File: src/rtl/mem_arb_pkg.sv
// Shared types and defaults for the IF/DM unified-memory port arbiter.
package mem_arb_pkg;

  typedef enum logic {IDLE, WAIT} state_e;
  typedef enum logic {OWN_IF, OWN_DM} owner_e;

  localparam int ADDR_W_DEF       = 32;
  localparam int DATA_W_DEF       = 32;
  localparam int MEM_LAT_DEF      = 2;
  localparam int STARVE_LIMIT_DEF = 4;

  function automatic int clog2(input int v);
    int r;
    r = 0;
    while ((1 << r) < v) r++;
    return (r < 1) ? 1 : r;
  endfunction

endpackage

File: src/rtl/mem_arb_timer.sv
// Latency down-counter with zero flag, plus saturating
// counter of consecutive data grants taken while a fetch waits.
module mem_arb_timer
  import mem_arb_pkg::*;
#(
  parameter int MEM_LAT      = MEM_LAT_DEF,
  parameter int STARVE_LIMIT = STARVE_LIMIT_DEF
) (
  input  logic clock,
  input  logic reset,
  input  logic load,
  input  logic dec,
  input  logic s_clr,
  input  logic s_inc,
  output logic cnt_zero,
  output logic starve_hit
);

  localparam int CW = clog2(MEM_LAT);
  localparam int SW = clog2(STARVE_LIMIT + 1);
  localparam logic [CW-1:0] CNT_INIT = CW'(MEM_LAT - 1);
  localparam logic [SW-1:0] S_MAX    = SW'(STARVE_LIMIT);

  logic [CW-1:0] cnt_q, cnt_d;
  logic [SW-1:0] starve_q, starve_d;

  always_comb begin
    cnt_d = cnt_q;
    if (load)
      cnt_d = CNT_INIT;
    else if (dec && cnt_q != '0)
      cnt_d = cnt_q - 1'b1;
  end

  always_comb begin
    starve_d = starve_q;
    if (s_clr)
      starve_d = '0;
    else if (s_inc && starve_q != S_MAX)
      starve_d = starve_q + 1'b1;
  end

  always_ff @(posedge clock or posedge reset) begin
    if (reset) begin
      cnt_q    <= '0;
      starve_q <= '0;
    end else begin
      cnt_q    <= cnt_d;
      starve_q <= starve_d;
    end
  end

  assign cnt_zero   = (cnt_q == '0);
  assign starve_hit = (starve_q == S_MAX);

endmodule

File: src/rtl/mem_port_arbiter.sv
// Grants the shared single-ported memory to fetch or data stage,
// times the fixed latency and returns done/rdata plus stalls.
module mem_port_arbiter
  import mem_arb_pkg::*;
#(
  parameter int ADDR_W       = ADDR_W_DEF,
  parameter int DATA_W       = DATA_W_DEF,
  parameter int MEM_LAT      = MEM_LAT_DEF,
  parameter int STARVE_LIMIT = STARVE_LIMIT_DEF
) (
  input  logic              clock,
  input  logic              reset,
  input  logic              if_req,
  input  logic [ADDR_W-1:0] if_addr,
  input  logic              if_flush,
  output logic              if_done,
  output logic [DATA_W-1:0] if_rdata,
  output logic              if_stall,
  input  logic              dm_req,
  input  logic              dm_we,
  input  logic [ADDR_W-1:0] dm_addr,
  input  logic [DATA_W-1:0] dm_wdata,
  output logic              dm_done,
  output logic [DATA_W-1:0] dm_rdata,
  output logic              dm_stall,
  output logic              mem_en,
  output logic              mem_we,
  output logic [ADDR_W-1:0] mem_addr,
  output logic [DATA_W-1:0] mem_wdata,
  input  logic [DATA_W-1:0] mem_rdata
);

  state_e state_q, state_d;
  owner_e owner_q, owner_d;
  logic   kill_q, kill_d;
  logic   st_q, st_d;

  logic cnt_zero, starve_hit;
  logic idle, fin, live;
  logic if_elig, dm_elig;
  logic grant_if, grant_dm, issue;
  logic if_fin, dm_fin, kill_now;

  assign live = ~reset;
  assign idle = (state_q == IDLE);
  assign fin  = (state_q == WAIT) && cnt_zero;

  // At completion only the other port may be issued back-to-back.
  assign if_elig = if_req && !if_flush &&
                   (idle || (fin && owner_q == OWN_DM));
  assign dm_elig = dm_req &&
                   (idle || (fin && owner_q == OWN_IF));

  assign grant_if = if_elig && (!dm_elig || starve_hit);
  assign grant_dm = dm_elig && !grant_if;
  assign issue    = grant_if || grant_dm;

  assign if_fin   = fin && owner_q == OWN_IF;
  assign dm_fin   = fin && owner_q == OWN_DM;
  assign kill_now = kill_q || (if_fin && if_flush);

  mem_arb_timer #(
    .MEM_LAT      (MEM_LAT),
    .STARVE_LIMIT (STARVE_LIMIT)
  ) u_timer (
    .clock      (clock),
    .reset      (reset),
    .load       (issue),
    .dec        (state_q == WAIT),
    .s_clr      (!if_req || grant_if),
    .s_inc      (grant_dm && if_req),
    .cnt_zero   (cnt_zero),
    .starve_hit (starve_hit)
  );

  always_comb begin
    state_d = state_q;
    owner_d = owner_q;
    kill_d  = kill_q;
    st_d    = st_q;
    if (issue) begin
      state_d = WAIT;
      owner_d = grant_if ? OWN_IF : OWN_DM;
      st_d    = grant_dm && dm_we;
    end else if (fin) begin
      state_d = IDLE;
    end
    if (fin)
      kill_d = 1'b0;
    else if (state_q == WAIT && owner_q == OWN_IF && if_flush)
      kill_d = 1'b1;
  end

  always_ff @(posedge clock or posedge reset) begin
    if (reset) begin
      state_q <= IDLE;
      owner_q <= OWN_IF;
      kill_q  <= 1'b0;
      st_q    <= 1'b0;
    end else begin
      state_q <= state_d;
      owner_q <= owner_d;
      kill_q  <= kill_d;
      st_q    <= st_d;
    end
  end

  always_comb begin
    mem_en    = live && issue;
    mem_we    = live && grant_dm && dm_we;
    mem_addr  = '0;
    mem_wdata = '0;
    if (live && grant_if)
      mem_addr = if_addr;
    else if (live && grant_dm) begin
      mem_addr  = dm_addr;
      mem_wdata = dm_we ? dm_wdata : '0;
    end
  end

  assign if_done  = live && if_fin && !kill_now;
  assign dm_done  = live && dm_fin;
  assign if_rdata = if_done ? mem_rdata : '0;
  assign dm_rdata = (dm_done && !st_q) ? mem_rdata : '0;
  assign if_stall = live && if_req && !if_done;
  assign dm_stall = live && dm_req && !dm_done;

endmodule
File: config.mk
export PLATFORM = sky130hd
export DESIGN_NAME = mem_port_arbiter
export DESIGN_NICKNAME = d
export VERILOG_FILES = /design/src/rtl/mem_arb_pkg.sv /design/src/rtl/mem_arb_timer.sv /design/src/rtl/mem_port_arbiter.sv
export SDC_FILE = /design/constraint.sdc
export NUM_CORES = 1
export LEC_CHECK = 0
export BUFFER_PORTS_ARGS = -buffer_cell sky130_fd_sc_hd__buf_2
export CORE_AREA = 2 2 104 106
export CTS_CLUSTER_SIZE = 20
export DETAILED_ROUTE_END_ITERATION = 8
export DIE_AREA = 0 0 106 108
export PLACE_DENSITY_LB_ADDON = 0.3
export SLEW_MARGIN = 10
export SYNTH_ARGS = -nofsm -noshare
export SYNTH_HDL_FRONTEND = slang
export SYNTH_SLANG_ARGS = --single-unit
File: constraint.sdc
create_clock -name clock -period 4.4 [get_ports clock]
set_input_delay 0.22 -clock clock [delete_from_list [all_inputs] [get_ports clock]]
set_output_delay 0.22 -clock clock [all_outputs]
set_load 0.01 [all_outputs]
---- Word-level counts from Yosys, hierarchy flattened ----
Cells that the tools add are included.
cells by class
  muxes and demuxes ....................... 16
  bitwise logic cells ..................... 4
  reductions and logical operators ........ 45
  $add $sub $neg .......................... 2
  equal/unequal tests ..................... 2
operator list
  kind                 count
  $mux 32              7
  $logic_and 1x1->1    27
  $logic_not 1->1      8
  $reduce_bool 2->1    4
  $mux 1               7
  $logic_or 1x1->1     6
  $mux 3               2
  $not 1->1            4
  $add 3x1->3 const B  1
  $eq 3x3->1 const B   1
  $ne 3x3->1 const B   1
  $sub 1x1->1 const B  1
storage, ports and cells
  logic and storage cells ................. 75
  output and inout port bits .............. 134
  input port bits ......................... 134
  bits in registers ....................... 8

---- Depth between registers and ports, before layout ----
Gate-level depths: netlist of the first run.
  depth after elaboration ................. 14
  mapped depth ............................ 8
  depth with buffers taken out ............ 6

---- Hierarchy ----
Synthesis of the first run repeated with hierarchy kept, for this count alone.
unflattened totals
  cell total of the unflattened synthesis .. 241
  area total of the unflattened synthesis .. 1662.8 um^2
by module, submodules not included
  module            instances  cells each  area an instance (um^2)  seq. area each (um^2)
  mem_port_arbiter  1          219         1425.1                   100.1
  mem_arb_timer     1          22          237.7                    100.1

---- Least setup slack after synthesis of the first run ----
No wires, ideal clock.
  path kind ............................... flip-flop to output port
  start ................................... register u_timer.starve_q[0]
  end ..................................... output port mem_addr[22]
  arrival ................................. 1.550 ns
  cell stages (with the launch flop) ...... 9
  required time ........................... 4.180 ns
  slack ................................... 2.630 ns
  buffers on the path ..................... 2
  cells stage by stage .................... dfrtp_1 inv_1 ha_1 a21boi_1 and2_1 buf_2 buf_2 o211ai_1 a21oi_1
on the way
  cells in the longest elaborated chain, start to end .. 8
  elaborated cells on any way between the ends .. 9
  those cells by class .................... eq/ne: 1; mux: 2; reduce/logical: 6
RTL lines
  element                 RTL line                 RTL
  from (decl)             mem_arb_timer.sv:25      logic [SW-1:0] starve_q, starve_d;
  from (signal assigned)  mem_arb_timer.sv:49      starve_q <= starve_d;
  $eq 3x3->1 (*)          mem_arb_timer.sv:54      assign starve_hit = (starve_q == S_MAX);
  $logic_or 1x1->1 (*)    mem_port_arbiter.sv:54   assign grant_if = if_elig && (!dm_elig || starve_hit);
  $logic_and 1x1->1 (*)   mem_port_arbiter.sv:54
  $logic_not 1->1         mem_port_arbiter.sv:55   assign grant_dm = dm_elig && !grant_if;
  $logic_and 1x1->1       mem_port_arbiter.sv:55
  $logic_and 1x1->1       mem_port_arbiter.sv:115  else if (live && grant_dm) begin
  $mux 32                 mem_port_arbiter.sv:115
  $mux 32 (*)             mem_port_arbiter.sv:113  if (live && grant_if)
  to (decl)               mem_port_arbiter.sv:28   output logic [ADDR_W-1:0] mem_addr,
Mark *: on every way between the ends. The rest lies on a longest branch, timed or not.

---- Worst setup path in the final report of the first run ----
  start ................................... register u_timer.cnt_q
  end ..................................... output port mem_wdata[8]
on the way
  cells in the longest elaborated chain, start to end .. 13
  elaborated cells on any way between the ends .. 17
  those cells by class .................... mux: 2; bitwise: 1; reduce/logical: 14
RTL lines
  element                 RTL line                 RTL
  from (decl)             mem_arb_timer.sv:24      logic [CW-1:0] cnt_q, cnt_d;
  from (signal assigned)  mem_arb_timer.sv:48      cnt_q <= cnt_d;
  $not 1->1 (*)           mem_arb_timer.sv:53      assign cnt_zero = (cnt_q == '0);
  $logic_and 1x1->1 (*)   mem_port_arbiter.sv:46   assign fin = (state_q == WAIT) && cnt_zero;
  $logic_and 1x1->1       mem_port_arbiter.sv:52   (idle || (fin && owner_q == OWN_IF));
  $logic_or 1x1->1        mem_port_arbiter.sv:52
  $logic_and 1x1->1       mem_port_arbiter.sv:51   assign dm_elig = dm_req &&
  $logic_not 1->1         mem_port_arbiter.sv:54
  $logic_or 1x1->1        mem_port_arbiter.sv:54
  $logic_and 1x1->1       mem_port_arbiter.sv:54
  $logic_not 1->1         mem_port_arbiter.sv:55
  $logic_and 1x1->1       mem_port_arbiter.sv:55
  $logic_and 1x1->1       mem_port_arbiter.sv:115
  $mux 32                 mem_port_arbiter.sv:115
  $mux 32 (*)             mem_port_arbiter.sv:113
  to (decl)               mem_port_arbiter.sv:29   output logic [DATA_W-1:0] mem_wdata,
Marked as above.

==> key figures, run 1 <==
Clock tree
  • Count of clock tree sinks: 8
  • Total setup buffers inserted after CTS: 0
  • CTS tree: done
  • Clk slew on worst S/H paths: 0.04 ns
  • Deepest clock path buffer count: 2
  • Worst skew pair latency: 0.23 ns
  • CTS resizes: 0
  • CTS Buf Count: 3
  • H-tree depth: 1
  • Number of hold-repair buffers added at the cts stage: 0
  • Clock root buffer: sky130_fd_sc_hd__clkbuf_8

Critical path
  • Data arrival time at the worst-slack endpoint: 2.49 ns
  • Startpoint Class: flip-flop
  • Endpoint required time on the critical path: 4.18 ns
  • Kind of capture point of the worst setup path: output port
  • Maximum fanout encountered on the critical timing path: 36
  • Worst setup path class: reg2out

Yosys
  • Avg Cell Area, Syn: 6.63 sq um
  • Net count after synthesis: 415
  • Synthesized area: 0.00185 sq mm
  • Post-synth EDFFs: 0
  • Leading area contributor after synthesis: sky130_fd_sc_hd__and2_1
  • Share of flip-flops with an asynchronous set or reset: 100%
  • Synth warnings: 0
  • Most instantiated flip-flop cell in the synthesis netlist: sky130_fd_sc_hd__dfrtp_1
  • Top-area cell type share of the netlist area: 33.1%
  • FF+latch count, synth: 8
  • Post-synthesis sequential area ratio: 10.8%
  • Biggest area contributors in the synthesized netlist: sky130_fd_sc_hd__and2_1 (33%), sky130_fd_sc_hd__o211ai_1 (13%), sky130_fd_sc_hd__dfrtp_1 (11%)
  • Gate Count Post-Synth: 279
  • Number of unique standard cell types used by synthesis: 37

Detailed routing
  • Post-detailed-route wirelength per cell: 12.7 um
  • Vias: 2,902
  • Wire length reported by the detailed router: 8.35 mm
  • Remaining routing DRC violations: 0
  • Antenna Violating Nets Remaining: 0
  • Detailed-route vias per instance: 4.42
  • Iteration-0 DRC count of the detailed router: 199
  • Detailed-routing iteration count for the pre-antenna-repair pass: 6

Placement
  • Final estimated routing congestion in global placement: 0.778
  • Final HPWL from detailed placement: 6.61 mm
  • Number of I/O port buffers: 267

Timing
  • Unrepaired setup endpoints after global routing: no
  • Layout Skew: 0.00288 ns
  • Final setup fails: 0
  • Minimum hold slack: 0.254 ns
  • Share of the clock period used by the worst path: 61.6%
  • Relative slew slack: 25.2%
  • Transition time of the tightest slew-check pin: 1.11 ns
  • Final count of pins violating max slew: 0
  • Min Clock Period, post-route: 2.71 ns
  • Post-route setup TNS: 0 ns
  • Maximum clock frequency: 369 MHz
  • Final hold viol count: 0

Power
  • Peak supply drop: 0.000190 V
  • Power density normalized to cell area: 268 mW/mm^2
  • Static leakage power: 0.00189 uW

Global routing
  • Vias in the first global route: 2,472
  • Largest net degree at the start of global routing: 39
  • Global-route wire length before repair: 12.0 mm
  • Total global-route track usage: 12.6%
  • GR Overflow Total: 0
  • Number of antenna violations at the first check in global routing: 0

Status
  • Run status: completed

Min path
  • Path category of the worst min-delay check: in2reg

Floorplan
  • Die width: 106 um
  • Count of standard-cell rows: 37
  • Height of the die: 108 um
  • Core Box Area: 0.0102 sq mm
  • Num ports: 268
  • Initial cell density of the core: 18.1%
  • Die area: 0.0114 sq mm

Cells and area
  • Commonest cells after routing, fill and taps aside: sky130_fd_sc_hd__buf_2 (267), sky130_fd_sc_hd__and2_1 (98), sky130_fd_sc_hd__a21oi_1 (34), sky130_fd_sc_hd__nand3_1 (33), sky130_fd_sc_hd__o211ai_1 (32)
  • Count of fill cells added during filler insertion: 1,102
  • Number of nets in the final layout: 658
  • Area growth syn-to-layout: 76.1%
  • Total inserted antenna cells: 0
  • Most frequent standard cell in the layout excluding fill and tap cells: sky130_fd_sc_hd__buf_2
  • Share of final-layout standard cells stronger than drive strength 1: 54.2%

Job
  • Count of max-cap constraint violations: 0
## per-stage QoR
stage / utilization, % / power, uW / instance area, sq um / setup WS (ns) / instances
finish: 31.8 / 874 / 3260 / 1.69 / 656
global route: 31.8 / 948 / 3260 / 1.49 / 656
CTS: 31.8 / 882 / 3260 / 1.67 / 656
detailed placement: 31.4 / 788 / 3220 / 1.92 / 653
global placement: 31.4 / 781 / 3220 / 1.95 / 653
floorplan: - / 558 / 1850 / 2.63 / 279
## synthesized netlist by cell type, drive strengths merged (2+ instances only)
library cell	count
inv	6
dfrtp	8
nand3	33
a21boi	4
o211ai	32
o21ai	4
clkbuf	9
and2	98
nand2	6
nor2	4
a21oi	35
buf	23
ha	2
## cell families (layout without fill, tap and decap cells)
kind of cell / count (synthesis) / count (layout) / synth area share [%]
adders and majority gates: 2 / 2 / 1.35
AOI/OAI and AO/OA: 81 / 81 / 28.9
buffers and inverters: 38 / 279 / 10.5
and+or+nand+nor: 150 / 150 / 48.4
DFF: 8 / 8 / 10.8
## worst max-delay path, stage by stage (launching register included)
cell and delay, ns:
sky130_fd_sc_hd__dfrtp_1 0.39, sky130_fd_sc_hd__nand2b_2 0.22, sky130_fd_sc_hd__a21boi_4 0.76, sky130_fd_sc_hd__a21oi_2 0.45, sky130_fd_sc_hd__and2_1 0.30, sky130_fd_sc_hd__buf_2 0.14
## cell type report
cell class	count	area, sq um	share of cell area [%]
multi-input combinational	233	1470	45.0
tap	136	170	5.22
inverter	6	22.5	0.691
sequential	8	200	6.14
timing repair buffer	270	1360	41.7
clock buffer	3	41.3	1.27
## layer usage
layer | global-route usage, % | wire length, um | up-vias
met3 | 2.59 | 707 | 6
met4 | 2.16 | 73 | 0
met1 | 15.4 | 3410 | 1285
met5 | 0 | 0 | -
met2 | 23.1 | 4160 | 162
li1 | - | - | 1449
## power by group
part	leakage (uW)	switching [uW]	total [uW]	internal, uW
combinational	0.00177	400	650	251
clock	0.0000216	30.5	89.9	59.4
sequential	0.000101	34.5	134	99.0
## flip-flops by register name, summed over array words and instances, names as in the netlist
| register | count |
|---|---|
| owner_q | 1 |
| state_q | 1 |
| u_timer.starve_q | 3 |
| kill_q | 1 |
| u_timer.cnt_q | 1 |
| st_q | 1 |
## final timing paths
path | from | to | slack [ns] | depth (start not counted)
worst min register to register | kill_q | kill_q | 0.53 | 2
min in group asynchronous | reset | u_timer.cnt_q | 0.35 | 2
max in group asynchronous | reset | kill_q | 3.76 | 2
worst max-delay path | u_timer.cnt_q | mem_wdata[8] | 1.69 | 5
worst min-delay path | dm_we | st_q | 0.25 | 2
worst max register to register | u_timer.cnt_q | st_q | 2.40 | 4
Note: power is estimated with default switching activity, not from simulation.
==> inputs of run 2 (changes only) <==
Settings changed: ABC_AREA from default to 1.
Clock period 4.4 ns to 2.8 ns, I/O delays scaled along.
==> run 2 against run 1 <==
Effect of this change:
- first-iteration DRC count up 2.5%
- global-route usage down 0.30 points
- critical path depth up 4
- critical path type unchanged
==> key figures, run 2 <==
Critical path
  • Endpoint required time on the critical path: 2.66 ns (-1.52 ns)
  • Longest individual stage delay on the worst path: 0.58 ns (-0.18 ns)
  • Data arrival time at the worst-slack endpoint: 2.25 ns (-0.24 ns)
  • Critical path's most frequent cell: sky130_fd_sc_hd__nand2_1
  • Critical-path top delay cell: sky130_fd_sc_hd__nor2_4
  • Kind of capture point of the worst setup path: output port
  • Critical path, cell by cell: inv_1 -> ha_1 -> nand2_1 -> nand3_2 -> nand2_4 -> nor2_4 -> nand2_1 -> nand2_1 -> buf_2
  • Worst setup path class: reg2out
  • Maximum fanout encountered on the critical timing path: 37 (+2.8%)
  • Startpoint Class: flip-flop

Cells and area
  • Most frequent standard cell in the layout excluding fill and tap cells: sky130_fd_sc_hd__buf_2
  • Share of final-layout standard cells stronger than drive strength 1: 47.6% (-6.7 points)
  • Commonest cells after routing, fill and taps aside: sky130_fd_sc_hd__buf_2 (267), sky130_fd_sc_hd__nand2_1 (110), sky130_fd_sc_hd__nor2_1 (101), sky130_fd_sc_hd__inv_1 (44), sky130_fd_sc_hd__nand4_1 (34)
  • Number of nets in the final layout: 735 (+12%)
  • Total inserted antenna cells: 0 (unchanged)
  • Post-layout utilization of the core: 30.7% (-1.2 points)
  • Number of flip-flops under the largest register name: 3 (unchanged)
  • Area growth syn-to-layout: 83.1%
  • Count of fill cells added during filler insertion: 1,175 (+6.6%)
  • Register with the highest flop count: u_timer.starve_q
  • Multi-input gate area in the final layout: 0.00118 sq mm (-19%)
  • FF+latch area: 200 sq um (unchanged)

Detailed routing
  • Antenna Violating Nets Remaining: 0 (unchanged)
  • Detailed-routing iteration count for the pre-antenna-repair pass: 6 (unchanged)
  • Vias: 3,010 (+3.7%)
  • Remaining routing DRC violations: 0 (unchanged)
  • Iteration-0 DRC count of the detailed router: 204 (+2.5%)
  • Wire length reported by the detailed router: 7.86 mm (-5.9%)
  • Post-detailed-route wirelength per cell: 10.7 um (-16%)
  • Detailed-route vias per instance: 4.11 (-7.2%)

Yosys
  • Gate Count Post-Synth: 347 (+24%)
  • FF+latch count, synth: 8 (unchanged)
  • Number of unique standard cell types used by synthesis: 24 (-35%)
  • Avg Cell Area, Syn: 4.94 sq um (-26%)
  • Top-area cell type share of the netlist area: 24.1% (-9.0 points)
  • Post-synth EDFFs: 0 (unchanged)
  • Biggest area contributors in the synthesized netlist: sky130_fd_sc_hd__nand2_1 (24%), sky130_fd_sc_hd__nor2_1 (22%), sky130_fd_sc_hd__nand4_1 (12%)
  • Post-synth top cells: sky130_fd_sc_hd__nand2_1 (110), sky130_fd_sc_hd__nor2_1 (101), sky130_fd_sc_hd__inv_1 (44), sky130_fd_sc_hd__nand4_1 (34), sky130_fd_sc_hd__buf_2 (12)
  • Library cell with the highest instance count after synthesis: sky130_fd_sc_hd__nand2_1
  • Most instantiated flip-flop cell in the synthesis netlist: sky130_fd_sc_hd__dfrtp_1
  • Leading area contributor after synthesis: sky130_fd_sc_hd__nand2_1
  • Post-synthesis sequential area ratio: 11.7% (+0.86 points)
  • Synthesized area: 0.00171 sq mm (-7.4%)
  • Share of flip-flops with an asynchronous set or reset: 100% (unchanged)
  • Net count after synthesis: 483 (+16%)
  • Synth warnings: 0 (unchanged)

Clock tree
  • H-tree depth: 1 (unchanged)
  • Clock root buffer: sky130_fd_sc_hd__clkbuf_8
  • Number of hold-repair buffers added at the cts stage: 0 (unchanged)
  • Total setup buffers inserted after CTS: 0 (unchanged)
  • CTS tree: done
  • CTS resizes: 0 (unchanged)
  • Worst skew pair latency: 0.23 ns (about the same)
  • CTS Buf Count: 3 (unchanged)
  • Clk slew on worst S/H paths: 0.04 ns (about the same)
  • Count of clock tree sinks: 8 (unchanged)
  • Deepest clock path buffer count: 2 (unchanged)

Timing
  • Final hold viol count: 0 (unchanged)
  • Transition time of the tightest slew-check pin: 0.627 ns (-0.488 ns)
  • Final count of pins violating max slew: 0 (unchanged)
  • Maximum clock frequency: 419 MHz
  • Unrepaired setup endpoints after global routing: no
  • Final setup fails: 0 (unchanged)
  • Relative slew slack: 58.1% (+33 points)
  • Share of the clock period used by the worst path: 85.3%
  • Layout Skew: 0.000183 ns (-0.00269 ns)
  • Min Clock Period, post-route: 2.39 ns
  • Post-route setup TNS: 0 ns (unchanged)

Placement
  • Number of I/O port buffers: 267 (unchanged)
  • Final estimated routing congestion in global placement: 0.815 (+4.8%)
  • Final HPWL from detailed placement: 6.78 mm (+2.5%)

Floorplan
  • Die width: 106 um (unchanged)
  • Core Box Area: 0.0102 sq mm (unchanged)
  • Initial cell density of the core: 16.8% (-1.3 points)
  • Count of standard-cell rows: 37 (unchanged)
  • Die area: 0.0114 sq mm (unchanged)
  • Num ports: 268 (unchanged)
  • Height of the die: 108 um (unchanged)

Job
  • Count of max-cap constraint violations: 0 (unchanged)

Status
  • Run status: completed

Global routing
  • Largest net degree at the start of global routing: 38 (-2.6%)
  • Number of antenna violations at the first check in global routing: 0 (unchanged)
  • Total global-route track usage: 12.3% (-0.30 points)
  • GR Overflow Total: 0 (unchanged)
  • Vias in the first global route: 2,617 (+5.9%)
  • Global-route wire length before repair: 11.9 mm (-0.69%)

Power
  • Static leakage power: 0.00224 uW (+19%)
  • Peak supply drop: 0.000171 V (-9.8%)
  • Power density normalized to cell area: 413 mW/mm^2 (+54%)

Min path
  • Path category of the worst min-delay check: in2reg
-- run 2: metal layers --
| layer | wire length, um | GRT usage, % | up-vias |
|---|---|---|---|
| met1 | 3110 | 14.2 | 1275 |
| met3 | 640 | 1.57 | 8 |
| met4 | 98 | 3.01 | 0 |
| met5 | 0 | 0 | - |
| li1 | - | - | 1556 |
| met2 | 4020 | 23.9 | 171 |
-- run 2: final cells by class --
type                            instances  area share [%]
Clock buffer                            3            1.32
Timing Repair Buffer                  272            43.8
Multi-Input combinational cell        268            37.6
Inverter                               46            5.50
Sequential cell                         8            6.38
Tap cell                              136            5.42
-- run 2: worst paths after layout --
check	depth (start not counted)	slack [ns]	endpoint	from
worst max-delay path	9	0.41	mem_addr[7]	u_timer.starve_q[0]
worst min-delay path	3	0.21	kill_q	if_flush
worst max register to register	7	1.13	st_q	u_timer.starve_q[0]
worst min register to register	2	0.52	kill_q	kill_q
max in group asynchronous	3	2.28	u_timer.cnt_q	reset
min in group asynchronous	3	0.34	st_q	reset
-- run 2: cells by family (layout without fill, tap and decap cells) --
kind of cell               count (synthesis)  after routing  share of synthesized area, %
DFF                                        8              8                          11.7
adders and majority gates                  2              2                          1.46
xor gates and xnor gates                   1              1                         0.511
and+or+nand+nor                          260            260                          65.0
buffers and inverters                     71            321                          19.5
AOI/OAI and AO/OA                          5              5                          1.82
-- run 2: power breakdown --
part | switching (uW) | internal [uW]
clock | 48.2 | 93.4
combinational | 599 | 356
sequential | 40.3 | 159
total | 688 | 608
-- run 2: worst max-delay path: cells and delay by family, from the launching register on --
kind	cells	cell delay, ns
AND/OR/NAND/NOR	6	1.28
flip-flops	1	0.39
buffers and inverters	2	0.19
adder cells (fa/ha/maj)	1	0.14
-- run 2: metrics by stage --
| stage | instance area, sq um | worst slack (ns) | total power [uW] | hold WS [ns] | instances |
|---|---|---|---|---|---|
| floorplan | 1710 | 1.28 | 824 | 0.166 | 347 |
| global placement | 3100 | 0.676 | 1160 | 0.435 | 730 |
| detailed placement | 3100 | 0.646 | 1170 | 0.447 | 730 |
| CTS | 3140 | 0.388 | 1310 | 0.204 | 733 |
| global route | 3140 | 0.119 | 1440 | 0.219 | 733 |
| finish | 3140 | 0.411 | 1300 | 0.207 | 733 |
